`config.mk`:
```
export PLATFORM = sky130hd
export DESIGN_NAME = stall_mem_ctrl
export DESIGN_NICKNAME = d
export VERILOG_FILES = /design/src/rtl/stall_mem_ctrl.sv
export SDC_FILE = /design/constraint.sdc
export NUM_CORES = 2
export LEC_CHECK = 0
export ABC_CLOCK_PERIOD_IN_PS = 11200
export CORE_MARGIN = 1
export CORE_UTILIZATION = 57
export DETAILED_ROUTE_END_ITERATION = 8
export PLACE_DENSITY_LB_ADDON = 0.3
export SLEW_MARGIN = 40
export SYNTH_ARGS = -nofsm -noshare
export SYNTH_HDL_FRONTEND = slang
export SYNTH_SLANG_ARGS = --single-unit
```
`constraint.sdc`:
```
create_clock -name Clk -period 11.2 [get_ports Clk]
set_input_delay 2.24 -clock Clk [delete_from_list [all_inputs] [get_ports Clk]]
set_output_delay 2.24 -clock Clk [all_outputs]
set_load 0.03 [all_outputs]
```
`src/rtl/stall_mem_ctrl.sv`:
```
// rtl/stall_mem_ctrl.sv - multi-cycle MEM-stage data memory with stall/done handshake
module stall_mem_ctrl #(
    parameter int DATA_W     = 16,
    parameter int ADDR_W     = 16,
    parameter int DEPTH_LOG2 = 8,
    parameter int LATENCY    = 4,
    parameter bit ALIGN_CHECK = 1'b1
) (
    input  logic              Clk,
    input  logic              Rst,
    input  logic [ADDR_W-1:0] Addr,
    input  logic [DATA_W-1:0] Data,
    input  logic              MemWrite,
    input  logic              MemRead,
    output logic [DATA_W-1:0] ReadData,
    output logic              Stall,
    output logic              Done,
    output logic              Err
);

    localparam int WORDS = 1 << DEPTH_LOG2;

    typedef enum logic [1:0] {
        IDLE = 2'd0,
        BUSY = 2'd1,
        DONE = 2'd2
    } state_t;

    state_t                  state;
    logic [3:0]              cnt;
    logic                    op_wr;
    logic [DEPTH_LOG2-1:0]   idx;
    logic [DATA_W-1:0]       wdata;
    logic                    post_rst;

    logic [DATA_W-1:0]       mem [WORDS];

    logic                    req_any;
    logic                    req_bad;
    logic                    req_ok;
    logic                    live;
    logic                    accept;
    logic [DEPTH_LOG2-1:0]   addr_idx;
    logic                    unused_addr;

    assign addr_idx    = Addr[DEPTH_LOG2:1];
    assign unused_addr = ^Addr[ADDR_W-1:DEPTH_LOG2+1];

    assign req_any = MemRead | MemWrite;
    assign req_bad = (MemRead & MemWrite) | (ALIGN_CHECK & Addr[0] & req_any);
    assign req_ok  = req_any & ~req_bad;

    // Requests are only looked at in IDLE, and not on the cycle right after reset.
    assign live   = (state == IDLE) & ~Rst & ~post_rst;
    assign accept = live & req_ok;

    assign Stall    = ~Rst & (accept | (state == BUSY));
    assign Err      = live & req_bad;
    assign Done     = ~Rst & (state == DONE);
    assign ReadData = (Done & ~op_wr) ? mem[idx] : '0;

    always_ff @(posedge Clk) begin
        if (Rst) begin
            state    <= IDLE;
            cnt      <= 4'd0;
            op_wr    <= 1'b0;
            idx      <= '0;
            wdata    <= '0;
            post_rst <= 1'b1;
        end else begin
            post_rst <= 1'b0;
            case (state)
                IDLE: begin
                    if (accept) begin
                        op_wr <= MemWrite;
                        idx   <= addr_idx;
                        wdata <= Data;
                        cnt   <= 4'(LATENCY - 1);
                        state <= (LATENCY == 1) ? DONE : BUSY;
                    end
                end
                BUSY: begin
                    cnt <= cnt - 4'd1;
                    if (cnt == 4'd1) begin
                        state <= DONE;
                    end
                end
                DONE: begin
                    state <= IDLE;
                    op_wr <= 1'b0;
                end
                default: state <= IDLE;
            endcase
        end
    end

    // Array has no reset; the write lands on the edge that closes DONE.
    always_ff @(posedge Clk) begin
        if (!Rst && state == DONE && op_wr) begin
            mem[idx] <= wdata;
        end
    end

endmodule

```
==> metrics.md <==
| Metric | Value |
|---|---|
| Sequential fraction of the synthesis area | `76.7%` |
| Share of cells above drive strength 1 | `20.5%` |
| Worst EP arrival | `6.89 ns` |
| Maximum fanout along the worst path | `35` |
| Synth Cell Area | `around 160,000 sq um` |
| Via density | `6.82` |
| Max cap viols | `0` |
| IO Pins | `55` |
| Async SR Flop Fraction | `0%` |
| Area share of the largest cell type after synthesis | `76.2%` |
| CTS Root Cell | `clkbuf_16` |
| Postcts setup bufs | `0` |
| First-pass GRT wire length | `612,000 microns` |
| Largest net degree at the start of global routing | `185` |
| Resize count post-CTS | `0` |
| GRT Total Usage | `30.7%` |
| Area Growth Syn to Fin | `11.7%` |
| Commonest cells post-synth | `4,096 x edfxtp_1, 550 x mux2i_1, 537 x mux4_2` |
| Hold Fails Final Rpt | `0` |
| Post-Syn Instances | `7,700` |
| RSZ-0062 raised after global routing | `no` |
| WL per Instance | `35.9 microns` |
| Die Width | `~530 microns` |
| Gpl congestion | `~0.94` |
| Layout Skew | `between 0.07 and 0.08 ns` |
| CTS tree | `yes` |
| Initial core utilization | `57.3%` |
| Final worst slack | `2.07 ns` |
| Warnings, synthesis | `0` |
| Number of flops mapped to enable cells by yosys | `4,096` |
| Vias | `~83,000` |
| Critical path required time | `8.96 ns` |
| Initial antenna violation count | `18` |
| Leakage | `0.0616 uW` |
| Detailed-route DRC error count | `0` |
| Row cnt | `195` |
| Hold slack | `0.513 ns` |
| CTS max path bufs | `4` |
| Syn Area/Cell | `21.0 sq um` |
| IO buf count | `47` |
| Fin util | `~64%` |
| R2R cell count | `6` |
| Clk slew on worst S/H paths | `0.06 ns` |
| # setup viols final | `0` |
| Fmax | `110 MHz` |
| Pre-CTS setup slack | `between 2 and 2.5 ns` |
| Final Max Slew Viols | `0` |
| Synth Flop Type | `edfxtp_1` |
| Rel. slew slack | `31.6%` |
| Distinct cell type count after synthesis | `85` |
| Fin crit period | `9.13 ns` |
| Clock sinks | `4,136` |
| Most common cell in the synthesized netlist | `edfxtp_1` |
| Fin crit share | `81.5%` |
| Number of H-tree levels | `5` |
| Worst-Margin Slew | `1.03 ns` |
| Crit start category | `input pin` |
| Placed Area | `167,000 sq um` |
| Vias in the first global route | `81,400` |
| Post-DRT Antenna Nets | `0` |
| DR pass1 iterations | `6` |
| Die height | `around 530 microns` |
| Syn Nets | `7,738` |
| CTS buffer count | `between 400 and 500` |
| Clock latency on the worst-skew pair | `0.93 ns` |
| Synth area leader | `edfxtp_1` |
| Core area | `282,000 sq um` |
| Nets | `8,194` |
| CP endpoint kind | `primary output` |
| Kind of critical path | `input pin to primary output` |
| Pwr Density | `170 nW/um^2` |
| Routed wire length | `439,000 microns` |
| Hold Crit Depth | `0` |
| Largest cells by area after synthesis | `edfxtp_1 76%, mux4_2 7.5%, mux4_1 3.5%, mux2i_1 3.4%, nor2_1 0.90%` |
| Grt total ovfl | `0` |
| DP HPWL | `around 270,000 microns` |
| Cts hold-fix bufs | `0` |
| Initial DRC Count | `12,700` |
| FF+latch count, synth | `4,136` |
| Worst hold path type | `flop to flop` |
| Status | `completed` |
| Filler cell count | `18,400` |
| Total negative slack | `0 ns` |
| Worst VDD drop | `roughly 150 uV` |
| Post-route cell area | `180,000 sq um` |
| Total Die Area | `between 200,000 and 300,000 sq um` |
==> registers in the layout, summed over array words and instances, names as in the netlist, named ones only <==
register,count
mem,4096
wdata,16
idx,8
cnt,4
state,2
op_wr,1
post_rst,1
==> final timing paths <==
| kind | startpoint | endpoint | slack (ns) |
|---|---|---|---|
| hold reg to reg | wdata[13]$_SDFFE_PP0P_ | mem[81][13]$_DFFE_PP_ | 0.51 |
| setup / recovery | Rst | ReadData[10] | 2.07 |
| hold / removal | wdata[13]$_SDFFE_PP0P_ | mem[81][13]$_DFFE_PP_ | 0.51 |
| setup reg to reg | state[1]$_SDFFE_PP0P_ | mem[26][7]$_DFFE_PP_ | 7.24 |
==> cell families (layout without fill, tap and decap cells) <==
group	Yosys count	in the layout	share of synthesized area (%)
adders and majority gates	2	2	0.0155
DFF	4136	4136	76.7
AOI/OAI and AO/OA	814	814	3.59
buffers and inverters	458	1236	2.32
and+or+nand+nor	955	955	2.76
xor gates and xnor gates	1	1	0.00542
muxes	1334	1334	14.6
other	0	8	0
==> per-stage QoR <==
step,power (uW),instances
floorplan,17600,7700
global placement,17800,11500
detailed placement,17800,11500
CTS,30700,12200
global route,31300,12200
finish,30700,12200
==> report_power, final <==
part,switching [uW],internal [uW],leakage [uW]
logic,436,188,0.0117
registers,23.8,16900,0.0437
clock network,5700,7470,0.00620
==> metal layers <==
layer	share of wire, %	up-vias	track usage [%]
li1	-	33400	-
met1	36	43600	41.0
met2	46	5447	46.7
met3	12	997	7.82
met4	6.5	14	16.9
met5	0.023	-	0
==> critical path, cell delays in order <==
cell,delay (ns)
clkdlybuf4s50_1,0.40
buf_4,0.26
nor4b_2,0.31
buf_4,0.31
and2_1,0.46
o31ai_1,0.14
nor4_1,0.57
nand4_1,0.59
o22ai_1,0.77
clkdlybuf4s50_1,0.81
==> layout make-up <==
type	count	area, sq um	share of cell area (%)
well taps	3743	4680	2.60
flip-flops and latches	4136	124000	68.7
clock inverters	242	2220	1.23
repair buffers	501	4560	2.53
diodes	8	20.0	0.0111
multi-input cells	3106	34500	19.1
inverters	8	40.0	0.0222
clock buffers	485	10500	5.81
==> cell usage in the layout, fill, tap and decap left out, types with 78 or more instances in the layout <==
cell	netlist	routed
o221ai_1	156	156
nor2_1	386	362
clkinv_1	0	101
clkbuf_16	0	407
mux2i_1	550	549
nor3_1	107	102
edfxtp_1	4096	4096
o22ai_1	162	160
buf_4	51	389
clkbuf_1	130	78
a211oi_1	103	88
mux4_2	537	537
nand2_1	191	180
mux4_1	217	217
a21oi_1	148	144
No activity file was read; power rests on OpenSTA's default activity.
